## config.mk

```make
export PLATFORM = sky130hd
export DESIGN_NAME = pipeline_hazard_controller
export DESIGN_NICKNAME = d
export VERILOG_FILES = /design/src/rtl/pipeline_hazard_controller_pkg.sv /design/src/rtl/sat_counter.sv /design/src/rtl/pipeline_hazard_controller.sv
export VERILOG_INCLUDE_DIRS = /design/src /design/src/rtl
export SDC_FILE = /design/constraint.sdc
export NUM_CORES = 1
export LEC_CHECK = 0
export BUFFER_PORTS_ARGS = -buffer_cell sky130_fd_sc_hd__buf_4
export CAP_MARGIN = 25
export CORE_MARGIN = 2
export CORE_UTILIZATION = 50
export DETAILED_ROUTE_END_ITERATION = 8
export PLACE_DENSITY_LB_ADDON = 0.1
export SLEW_MARGIN = 20
export SYNTH_ARGS = -nofsm -noshare
export SYNTH_HDL_FRONTEND = slang
export SYNTH_SLANG_ARGS = --single-unit
```

## constraint.sdc

```tcl
create_clock -name clk -period 2.8 [get_ports clk]
set_clock_uncertainty 0.2 [all_clocks]
set_input_delay 0.42 -clock clk [delete_from_list [all_inputs] [get_ports clk]]
set_output_delay 0.42 -clock clk [all_outputs]
set_load 0.02 [all_outputs]
```

## src/rtl/pipeline_ctrl_defs.vh

```
// Shared encodings and defaults for the pipeline hazard controller.
`ifndef PIPELINE_CTRL_DEFS_VH
`define PIPELINE_CTRL_DEFS_VH

`define PHC_ST_RUN          2'd0
`define PHC_ST_WAIT         2'd1
`define PHC_ST_FAULT        2'd2
`define PHC_DEF_MEM_TIMEOUT 64
`define PHC_DEF_CNT_W       16

`endif

```

## src/rtl/pipeline_hazard_controller_pkg.sv

```systemverilog
// Types, defaults and helpers shared by the hazard controller and its counters.
package pipeline_hazard_controller_pkg;
`include "pipeline_ctrl_defs.vh"

    typedef enum logic [1:0] {
        ST_RUN   = `PHC_ST_RUN,
        ST_WAIT  = `PHC_ST_WAIT,
        ST_FAULT = `PHC_ST_FAULT
    } phc_state_t;

    localparam int DEF_MEM_TIMEOUT = `PHC_DEF_MEM_TIMEOUT;
    localparam int DEF_CNT_W       = `PHC_DEF_CNT_W;

    // r0 is hardwired to zero, so a load into it never creates a dependency.
    function automatic logic reg_hazard(input logic [4:0] src, input logic [4:0] dst);
        return (dst != 5'd0) && (src == dst);
    endfunction

endpackage

```

## src/rtl/sat_counter.sv

```systemverilog
// Saturating up-counter with synchronous clear and asynchronous active-low reset.
module sat_counter #(
    parameter int W = 16
) (
    input  logic         clk,
    input  logic         rst_n,
    input  logic         inc,
    input  logic         clr,
    output logic [W-1:0] q
);

    // Count register: clear wins, then increment until all-ones.
    always_ff @(posedge clk or negedge rst_n) begin
        if (!rst_n) begin
            q <= {W{1'b0}};
        end else if (clr) begin
            q <= {W{1'b0}};
        end else if (inc && (q != {W{1'b1}})) begin
            q <= q + W'(1);
        end else begin
            q <= q;
        end
    end

endmodule

```

## src/rtl/pipeline_hazard_controller.sv

```systemverilog
// Stall/flush sequencer for the 5-stage pipe: memory wait FSM, redirect and load-use control.
module pipeline_hazard_controller
    import pipeline_hazard_controller_pkg::*;
#(
    parameter int MEM_TIMEOUT = DEF_MEM_TIMEOUT,
    parameter int CNT_W       = DEF_CNT_W
) (
    input  logic             clk,
    input  logic             rst_n,
    input  logic [4:0]       id_rs_addr,
    input  logic [4:0]       id_rt_addr,
    input  logic             id_uses_rt,
    input  logic             ex_mem_read,
    input  logic [4:0]       ex_rt_addr,
    input  logic             ex_branch_taken,
    input  logic             ex_jump,
    input  logic             mem_access,
    input  logic             mem_ready,
    output logic             pc_en,
    output logic             fd_en,
    output logic             fd_flush,
    output logic             dx_en,
    output logic             dx_flush,
    output logic             xm_en,
    output logic             mw_bubble,
    output logic             mem_req,
    output logic             fault,
    input  logic             cnt_clr,
    output logic [CNT_W-1:0] stall_cycles,
    output logic [CNT_W-1:0] flush_events
);

    localparam int TO_W = (MEM_TIMEOUT > 1) ? $clog2(MEM_TIMEOUT) : 1;
    localparam logic [TO_W-1:0] TO_LAST = TO_W'(MEM_TIMEOUT - 1);

    phc_state_t      state_r, state_s;
    logic [TO_W-1:0] to_cnt_r, to_cnt_s;
    logic            freeze_s, redirect_s, loaduse_s, stall_inc_s;

    // The acknowledging WAIT cycle lets the pipe advance, so WAIT only freezes while not ready.
    always_comb begin
        case (state_r)
            ST_RUN:   freeze_s = mem_access & ~mem_ready;
            ST_WAIT:  freeze_s = ~mem_ready;
            ST_FAULT: freeze_s = 1'b1;
            default:  freeze_s = 1'b1;
        endcase
        redirect_s = ~freeze_s & (ex_branch_taken | ex_jump);
        loaduse_s  = ~freeze_s & ~redirect_s & ex_mem_read &
                     (reg_hazard(id_rs_addr, ex_rt_addr) |
                      (id_uses_rt & reg_hazard(id_rt_addr, ex_rt_addr)));
    end

    // Next-state and timeout counter.
    always_comb begin
        state_s  = state_r;
        to_cnt_s = to_cnt_r;
        case (state_r)
            ST_RUN: begin
                if (mem_access && !mem_ready) begin
                    state_s  = ST_WAIT;
                    to_cnt_s = TO_W'(1);
                end else begin
                    to_cnt_s = {TO_W{1'b0}};
                end
            end
            ST_WAIT: begin
                if (mem_ready) begin
                    state_s  = ST_RUN;
                    to_cnt_s = {TO_W{1'b0}};
                end else if (to_cnt_r == TO_LAST) begin
                    state_s  = ST_FAULT;
                end else begin
                    to_cnt_s = to_cnt_r + TO_W'(1);
                end
            end
            ST_FAULT: state_s = ST_FAULT;
            default:  state_s = ST_FAULT;
        endcase
    end

    // FSM state, timeout count and the sticky fault flag.
    always_ff @(posedge clk or negedge rst_n) begin
        if (!rst_n) begin
            state_r  <= ST_RUN;
            to_cnt_r <= {TO_W{1'b0}};
            fault    <= 1'b0;
        end else begin
            state_r  <= state_s;
            to_cnt_r <= to_cnt_s;
            fault    <= fault | (state_s == ST_FAULT);
        end
    end

    // Stage controls, in priority order: reset, freeze, redirect, load-use, free-run.
    always_comb begin
        pc_en     = 1'b1;
        fd_en     = 1'b1;
        fd_flush  = 1'b0;
        dx_en     = 1'b1;
        dx_flush  = 1'b0;
        xm_en     = 1'b1;
        mw_bubble = 1'b0;
        mem_req   = rst_n & mem_access & (state_r != ST_FAULT);
        if (!rst_n) begin
            pc_en     = 1'b0;
            fd_en     = 1'b0;
            dx_en     = 1'b0;
            xm_en     = 1'b0;
            fd_flush  = 1'b1;
            dx_flush  = 1'b1;
            mw_bubble = 1'b1;
        end else if (freeze_s) begin
            pc_en     = 1'b0;
            fd_en     = 1'b0;
            dx_en     = 1'b0;
            xm_en     = 1'b0;
            mw_bubble = 1'b1;
        end else if (redirect_s) begin
            fd_flush  = 1'b1;
            dx_flush  = 1'b1;
        end else if (loaduse_s) begin
            pc_en     = 1'b0;
            fd_en     = 1'b0;
            dx_flush  = 1'b1;
        end else begin
            pc_en     = 1'b1;
        end
    end

    assign stall_inc_s = ~pc_en;

    sat_counter #(.W(CNT_W)) u_stall_cnt (
        .clk   (clk),
        .rst_n (rst_n),
        .inc   (stall_inc_s),
        .clr   (cnt_clr),
        .q     (stall_cycles)
    );

    sat_counter #(.W(CNT_W)) u_flush_cnt (
        .clk   (clk),
        .rst_n (rst_n),
        .inc   (redirect_s),
        .clr   (cnt_clr),
        .q     (flush_events)
    );

endmodule
```

==> results.yml, run 1 <==
run_status:
  status: "complete, no violations"
worst_setup_path:
  r2r_start: "u_stall_cnt.q[0]"
  crit_path_start: "u_stall_cnt.q[0]"
  critical_path_depth: 8
  r2r_cells: 8
  timing.rr.end: "u_stall_cnt.q[1]"
  crit_path_max_fanout: 19
  max_stage_delay_ns: 0.43
  critPathCaptureType: "flop"
  worstSetupEndpoint: "u_stall_cnt.q[1]"
  crit_required_ns: 2.77
  worst_path_max_delay_cell: "dfrtp_1"
  critical_path_class: "flop to flop"
  cp-start-kind: "flop"
  arrival_ns: 2.51
  reg2reg_slack_ns: 0.26
  crit_family: "simple AND/OR/NAND/NOR gates"
  worst-path-buf-inv: 1
  worstPathCellList: "ha_1, nand4_1, nor4_1, nor3_1, a21oi_2, buf_4, mux2i_1, nor2_1"
sta:
  final.setup.tns_ns: 0
  fmax_ghz: 0.394
  hold_viol_final: 0
  fin_crit_sh: 0.906
  max-slew-margin-rel: 0.519
  drv_slew: 0
  finalSetupViolCount: 0
  min_period_ns: 2.54
  rsz0062_at_grt: "no"
  worst_pin_slew_ns: 0.715
  fin_ws_ns: 0.263
floorplanning:
  fp-row-count: 24
  die_w_um: 72.2
  ios: 65
  die_y_um: 72.2
  die-area_um2: 5210
  initial_core_util: 0.526
  coreArea_um2: 4410
global_routing:
  gr-usage-met2: 0.345
  antenna_found_initial: 0
  grt_use_met3: 0.0486
  grt_busiest_layer: "met2"
  grt_pass1_wl_um: 8900
  grt_pass1_vias: 1979
  overflow: 0
  grtUsageMet1: 0.291
  grt_max_degree: 44
  grt_usage: 0.216
placement:
  postPlaceCellArea_um2: 2830
  port_buffers: 64
  hpwl_um: 3850
  finalWeightedCongestion: 0.810
  dp_slack_ns: 0.274
  dp_cells: 367
flow_run:
  cap_viol_max_count: 0
logic_synthesis:
  syn-num-nets: 285
  synth_seq_cells: 41
  postSynthCellCount: 258
  yosys.cell_types.count: 43
  syn_area_um2: 2320
  synth_top_cell_by_area: "dfrtp_1"
  avgSynthCellArea_um2: 9.01
  synth_ff_type: "dfrtp_1"
  yosysTopAreaCellShare: 0.442
  netlist_top_cells_area: "dfrtp_1 (44%), nor2_1 (6.0%), xnor2_1 (5.7%)"
  ys_warn_count: 0
  synth_edf_count: 0
  synth-async-reset-ratio: 1.00
  ys_seq_area_frac: 0.442
cts:
  cts_root_buffer: "clkbuf_8"
  cts_num_sinks: 41
  cts_setup_buffers: 0
  cts_buffer_depth: 2
  cts_tree: "built"
  clock_latency_ns: 0.29
  cts_resized: 0
  clk_pin_slew_worst_paths_ns: 0.08
  htreeDepth: 2
  cts_hold_buffers: 0
  numCtsBuffers: 5
cells_and_area:
  nets: 349
  fin_cells: 375
  final_common_cell: "buf_4"
  fin_util: 0.665
  final_cell_mix: "buf_4 (67), dfrtp_1 (41), nor2_1 (37)"
  fill_cells: 384
  ff_latch_area_um2: 1030
  fin_area_um2: 2930
  drive_gt1_frac: 0.251
  multi_input_area_um2: 1210
  synthToLayoutAreaGrowth_pct: 26.3
  antenna_cells: 0
routing:
  drt_wl_total_um: 5220
  drc: 0
  ant_nets: 0
  viasPerCell: 5.70
  via_count: 2136
  first_pass_iters: 5
  first_iter_violations: 148
  avgRoutedWirePerCell_um: 13.9
power:
  peakVddDrop_mv: 0.378
  leakagePower_nw: 1.32
  power_density_nw_per_um2: 414
hold_path:
  hp-class: "input pin to async pin"
## cell usage after synthesis, drive strengths merged, types with 2 or more instances
cell and instances:
mux2 2, or2 2, a211oi 2, nand2 15
mux2i 2, and3 7, nor4 3, xor2 11
a21oi 19, or3 11, inv 8, o21ai 11
nand3 16, ha 3, a21o 2, nor3 5
nand4 11, a22o 2, nand2b 2, dfrtp 41
clkbuf 4, nor2 37, xnor2 15, or4 6
o31ai 5, buf 6
## routing by layer
metal  part of all wire  vias up
met5                  0        -
met4              0.017        0
met3              0.048        9
met2               0.48       62
met1               0.46     1014
li1                   -     1051
## sequential cells by signal, indices dropped and copies added (netlist names)
register,flops
state_r,2
to_cnt_r,6
fault,1
u_stall_cnt.q,16
u_flush_cnt.q,16
## metrics by stage
step	hold slack, ns	total power [W]
global placement	0.255	0.000798
detailed placement	0.274	0.000803
global route	0.0513	0.00128
floorplan	-0.0756	0.000721
CTS	0.0288	0.00123
finish	0.00325	0.00121
## worst register-to-register path: stages, from the launching register on
cell and delay, ns:
dfrtp_1 0.43, ha_1 0.22, nand4_1 0.17, nor4_1 0.42, nor3_1 0.12, a21oi_2 0.28
buf_4 0.27, mux2i_1 0.25, nor2_1 0.06
## how the worst min path moves through the flow
stage | from | end | slack, ns
2_1_floorplan | rst_n | fault | -0.08
3_3_place_gp | fault | fault | 0.25
3_5_place_dp | fault | fault | 0.27
4_1_cts | rst_n | u_stall_cnt.q[14] | 0.03
5_1_grt | rst_n | u_stall_cnt.q[13] | 0.05
6_report | rst_n | u_stall_cnt.q[15] | 0.003
## kinds of logic (layout without fill, tap and decap cells)
family / Yosys count / count (layout) / synth area share
fa+ha+maj: 3 / 3 / 0.0162
mux: 4 / 4 / 0.0183
simple gates: 120 / 120 / 0.265
xor+xnor: 26 / 26 / 0.0980
buf+inv: 18 / 83 / 0.0404
flops: 41 / 41 / 0.442
compound gates: 46 / 46 / 0.120
## area by class of cell
type | count | share of cell area
multi-input combinational | 199 | 0.412
sequential | 41 | 0.350
timing repair buffer | 67 | 0.171
inverter | 8 | 0.0102
clock inverter | 1 | 0.00171
clock buffer | 7 | 0.0328
tap | 52 | 0.0222
## where the power goes
part | internal (W) | switching [W] | leakage (nW) | total [W]
clock network | 0.000223 | 0.000203 | 0.0542 | 0.000425
registers | 0.000603 | 0.0000154 | 0.567 | 0.000618
logic | 0.0000772 | 0.0000944 | 0.696 | 0.000172
(Power assumes the default switching activity.)
==> run 2: changes to the inputs <==
--- a/config.mk
+++ b/config.mk
@@ -12,6 +12,7 @@
 export CORE_UTILIZATION = 50
 export DETAILED_ROUTE_END_ITERATION = 8
 export PLACE_DENSITY_LB_ADDON = 0.1
+export SETUP_SLACK_MARGIN = 0.3
 export SLEW_MARGIN = 20
 export SYNTH_ARGS = -nofsm -noshare
 export SYNTH_HDL_FRONTEND = slang
==> results.yml, run 2 (synthesis results as in run 1) <==
power:
  power_density_nw_per_um2: 424
  power.switching_w: 0.000328
  power.total_w: 0.00128
  peakVddDrop_mv: 0.325
  p_clk_frac: 0.377
  share_comb_of_total_power: 0.142
  leakagePower_nw: 1.35
  power.switching_fraction: 0.255
  p_int_w: 0.000955
  pwr-share-seq: 0.481
cells_and_area:
  antenna_cells: 0
  nets: 355
  reg.largest.list: "u_flush_cnt.q: 16 flops, u_stall_cnt.q: 16 flops, to_cnt_r: 6 flops"
  final_cell_mix: "buf_4 (70), dfrtp_1 (39), nor2_1 (37)"
  fin_cells: 381
  final_common_cell: "buf_4"
  fin_area_um2: 3030
  drive_gt1_frac: 0.274
  synthToLayoutAreaGrowth_pct: 30.2
cts:
  clock_latency_ns: 0.29
  cts_root_buffer: "clkbuf_8"
  htreeDepth: 2
  cts_buffer_depth: 2
  numCtsBuffers: 5
  clk_pin_slew_worst_paths_ns: 0.08
  cts_num_sinks: 41
  cts_tree: "built"
worst_setup_path:
  worst-path-buf-inv: 1
  crit_path_max_fanout: 6
  max_stage_delay_ns: 0.44
  critical_path_class: "flop to output port"
  arrival_ns: 1.78
  crit_path_start: "state_r[0]"
  cp-start-kind: "flop"
  worstPathCellList: "o21ba_2, nor3_1, nand2b_1, a21o_1, buf_4"
  crit_family: "simple AND/OR/NAND/NOR gates"
  crit_required_ns: 2.18
  r2r_start: "u_stall_cnt.q[1]"
  critPathCaptureType: "output port"
  worst_path_max_delay_cell: "dfrtp_1"
routing:
  wl_met3_um: 303
  viasPerCell: 5.58
  first_pass_iters: 4
  ant_nets: 0
  via_count: 2125
  drc: 0
  first_iter_violations: 84
  wl_met1_um: 2500
  avgRoutedWirePerCell_um: 14.1
  wl_met2_um: 2560
  drt_wl_total_um: 5390
  top_layer: "met4"
hold_path:
  hold_start: "mem_ready"
  hp-class: "input pin to flop"
sta:
  fmax_ghz: 0.416
  final.setup.tns_ns: 0
  rsz0062_at_grt: "yes"
  hold_viol_final: 0
  worst_pin_slew_ns: 0.688
  min_period_ns: 2.40
  drv_slew: 0
  fin_crit_sh: 0.858
  finalSetupViolCount: 0
  max-slew-margin-rel: 0.540
flow_run:
  cap_viol_max_count: 0
global_routing:
  antenna_found_initial: 0
  overflow: 0
  grt_pass1_vias: 1933
  grt_usage: 0.218
  grt_max_degree: 34
  grt_pass1_wl_um: 9050
placement:
  port_buffers: 64
  finalWeightedCongestion: 0.776
  hpwl_um: 3850
  postPlaceCellArea_um2: 2850
  dp_cells: 369
floorplanning:
  ios: 65
  fp-row-count: 24
  die_w_um: 72.2
  die-area_um2: 5210
  die_y_um: 72.2
  initial_core_util: 0.526
  coreArea_um2: 4410
run_status:
  status: "complete, no violations"
-- run 2: final timing paths --
| path | endpoint | slack, ns | cells past startpoint |
|---|---|---|---|
| worst max register to register | u_stall_cnt.q[8] | 0.43 | 7 |
| min in group asynchronous | to_cnt_r[4] | 0.56 | 2 |
| max in group asynchronous | u_flush_cnt.q[1] | 1.41 | 2 |
| worst min-delay path | to_cnt_r[0] | 0.15 | 2 |
| worst min register to register | fault | 0.28 | 1 |
| worst max-delay path | dx_flush | 0.40 | 5 |
-- run 2: power groups by stage --
stage / Sequential, W / Combinational [W] / Clock [W]
after floorplan: 0.000637 / 0.0000854 / 0
after global placement: 0.000629 / 0.000173 / 0
after detailed placement: 0.000629 / 0.000175 / 0
after CTS: 0.000617 / 0.000179 / 0.000496
after global routing: 0.000620 / 0.000202 / 0.000518
final: 0.000617 / 0.000183 / 0.000483
-- run 2: area by class of cell --
type	instances	area, um^2
flip-flops and latches	41	1030
clock inverters	3	46.3
clock buffers	5	68.8
fillers	372	1390
inverters	8	30.0
well taps	52	65.1
repair buffers	73	557
multi-input cells	199	1230
-- run 2: per-layer routing --
layer | global-route usage | up-vias
li1 | - | 1061
met1 | 0.305 | 1008
met2 | 0.353 | 54
met3 | 0.0472 | 2
met4 | 0.0440 | 0
met5 | 0 | -
-- run 2: through the flow --
stage	hold slack [ns]	setup WS [ns]	util
after floorplan	-0.0756	0.333	-
after global placement	0.107	0.341	0.646
after detailed placement	0.107	0.320	0.646
after CTS	0.155	0.304	0.677
after global routing	0.190	0.274	0.685
final	0.152	0.396	0.685
-- run 2: worst reg2reg max path: stages (launching register included) --
cell	delay (ns)
dfrtp_2	0.41
ha_1	0.20
nand4_1	0.18
nor4_2	0.45
nor3_2	0.11
a21o_1	0.22
and3_1	0.19
mux2_1	0.30
-- run 2: what timing repair did --
action / 4_1_cts / 5_1_grt
buffers inserted: 0 / 2
hold endpoints to repair: 15 / 0
hold buffers: 2 / 0
resized for setup: 0 / 6
setup endpoints to repair: 0 / 16
==> run 3: changes to the inputs <==
--- a/config.mk
+++ b/config.mk
@@ -6,6 +6,7 @@
 export SDC_FILE = /design/constraint.sdc
 export NUM_CORES = 1
 export LEC_CHECK = 0
+export ABC_AREA = 1
 export BUFFER_PORTS_ARGS = -buffer_cell sky130_fd_sc_hd__buf_4
 export CAP_MARGIN = 25
 export CORE_MARGIN = 2
==> constraint.sdc (replaced) <==
create_clock -name clk -period 3.1 [get_ports clk]
set_clock_uncertainty 0.2 [all_clocks]
set_input_delay 0.465 -clock clk [delete_from_list [all_inputs] [get_ports clk]]
set_output_delay 0.465 -clock clk [all_outputs]
set_load 0.02 [all_outputs]
==> results.yml, run 3 <==
run_status:
  status: "complete, no violations"
floorplanning:
  ios: 65
  fp-row-count: 27
  initial_core_util: 0.515
  die_y_um: 79.3
  coreArea_um2: 5510
  die-area_um2: 6290
  die_w_um: 79.3
sta:
  fin_crit_sh: 0.823
  rsz0062_at_grt: "no"
  drv_slew: 0
  max-slew-margin-rel: 0.562
  fmax_ghz: 0.392
  hold_viol_final: 0
  worst_pin_slew_ns: 0.651
  final.setup.tns_ns: 0
  min_period_ns: 2.55
  finalSetupViolCount: 0
cts:
  cts_root_buffer: "clkbuf_8"
  cts_tree: "built"
  clock_latency_ns: 0.29
  numCtsBuffers: 5
  clk_pin_slew_worst_paths_ns: 0.08
  cts_buffer_depth: 2
  cts_resized: 0
  cts_num_sinks: 41
  htreeDepth: 2
global_routing:
  grt_usage: 0.227
  antenna_found_initial: 0
  grt_pass1_wl_um: 11500
  grt_max_degree: 34
  grt_pass1_vias: 2617
  overflow: 0
cells_and_area:
  nets: 484
  antenna_cells: 0
  final_common_cell: "nand2_1"
  drive_gt1_frac: 0.225
  final_cell_mix: "nand2_1 (104), buf_4 (66), inv_1 (50)"
  fin_area_um2: 3480
  synthToLayoutAreaGrowth_pct: 22.6
  reg.largest.list: "u_flush_cnt.q: 16 flops, u_stall_cnt.q: 16 flops, to_cnt_r: 6 flops"
  fill_cells: 526
routing:
  avgRoutedWirePerCell_um: 12.5
  first_iter_violations: 143
  drt_wl_total_um: 6640
  first_pass_iters: 4
  drc: 0
  via_count: 2754
  ant_nets: 0
  viasPerCell: 5.21
power:
  leakagePower_nw: 1.90
  power_density_nw_per_um2: 341
  peakVddDrop_mv: 0.228
worst_setup_path:
  r2r_start: "u_stall_cnt.q[0]"
  crit_required_ns: 2.43
  crit_path_max_fanout: 13
  arrival_ns: 1.89
  max_stage_delay_ns: 0.53
  crit_family: "buffers and inverters"
  crit_path_start: "rst_n"
  worst-path-buf-inv: 5
  critical_path_class: "input pin to output port"
  worst_path_max_delay_cell: "dlygate4sd3_1"
  worstPathCellList: "dlygate4sd3_1, buf_4, inv_1, nor2_1, nand2_2, inv_1, buf_4"
  cp-start-kind: "input pin"
  critPathCaptureType: "output port"
placement:
  port_buffers: 64
  postPlaceCellArea_um2: 3370
  hpwl_um: 4890
  finalWeightedCongestion: 0.867
hold_path:
  hold_start: "cnt_clr"
  hp-class: "input pin to flop"
logic_synthesis:
  syn_area_um2: 2840
  synth_edf_count: 0
  avgSynthCellArea_um2: 7.20
  synth_ff_type: "dfrtp_1"
  yosysTopAreaCellShare: 0.362
  yosys.cell_types.count: 38
  yosysMostFrequentCell: "nand2_1"
  synth-simple-area-share: 0.403
  synth-async-reset-ratio: 1.00
  ys_seq_area_frac: 0.362
  postSynthCellCount: 394
  synth_top_cell_by_area: "dfrtp_1"
  ys_warn_count: 0
  synthMuxAreaShare: 0
  syn-num-nets: 421
  synth_compound_area_frac: 0.0556
  synth_xor_area_frac: 0.0617
  synth_top_family_by_area: "simple AND/OR/NAND/NOR gates"
  synthTopCellsByCount: "nand2_1 (104), inv_1 (50), nand3_1 (45)"
  synthAdderAreaFrac: 0.0132
  synth_seq_cells: 41
  netlist_top_cells_area: "dfrtp_1 (36%), nand2_1 (14%), nand3_1 (7.9%)"
flow_run:
  cap_viol_max_count: 0
## run 3: cell types whose count changed after synthesis, sizes merged, moves of 14 or more
cell,previous run,this run
inv,8,55
nand4,11,25
xnor2,15,1
nand3,16,49
nand2,15,107
## run 3: what timing repair did
action / CTS / global route
hold endpoints to repair: 8 / 0
buffers inserted: 0 / 0
hold buffers: 1 / 0
## run 3: stage by stage
step | hold slack, ns | util | std cells | setup WS [ns] | total power, W
finish | 0.246 | 0.632 | 529 | 0.548 | 0.00119
global route | 0.236 | 0.632 | 529 | 0.454 | 0.00125
CTS | 0.232 | 0.632 | 529 | 0.549 | 0.00121
detailed placement | 0.117 | 0.611 | 521 | 0.917 | 0.000777
global placement | 0.114 | 0.606 | 520 | 0.753 | 0.000768
floorplan | -0.0306 | - | 394 | 0.511 | 0.000695
## run 3: layout make-up
class / count / area [um^2] / share of cell area
Sequential cell: 41 / 1030 / 0.295
Timing Repair Buffer: 68 / 533 / 0.153
Multi-Input combinational cell: 285 / 1510 / 0.435
Clock buffer: 5 / 68.8 / 0.0198
Tap cell: 72 / 90.1 / 0.0259
Clock inverter: 2 / 35.0 / 0.0101
Inverter: 56 / 213 / 0.0611
## run 3: cells by family after synthesis
logic type / count (synthesis)
AO/OA/AOI/OAI: 24
XOR/XNOR: 20
adder cells (fa/ha/maj): 3
buffers and inverters: 68
flip-flops: 41
AND/OR/NAND/NOR: 238
## run 3: layer usage
layer,up-vias,wire length (um),track usage
li1,1398,-,-
met1,1298,2980,0.300
met2,53,3320,0.383
met3,5,270,0.0386
met4,0,59,0.0672
met5,-,0,0
## run 3: power breakdown
group	total, W	switching, W	internal, W
Sequential	0.000560	0.0000142	0.000546
Combinational	0.000206	0.000128	0.0000776
Clock	0.000420	0.000186	0.000234
## run 3: worst paths after layout
| kind | slack [ns] | end | depth (start not counted) |
|---|---|---|---|
| setup / recovery | 0.55 | fd_en | 7 |
| hold / removal | 0.25 | u_flush_cnt.q[2] | 2 |
| setup reg to reg | 0.96 | u_stall_cnt.q[15] | 9 |
| hold reg to reg | 0.27 | fault | 1 |
| max in group asynchronous | 1.66 | u_flush_cnt.q[15] | 3 |
| min in group asynchronous | 0.36 | to_cnt_r[3] | 2 |
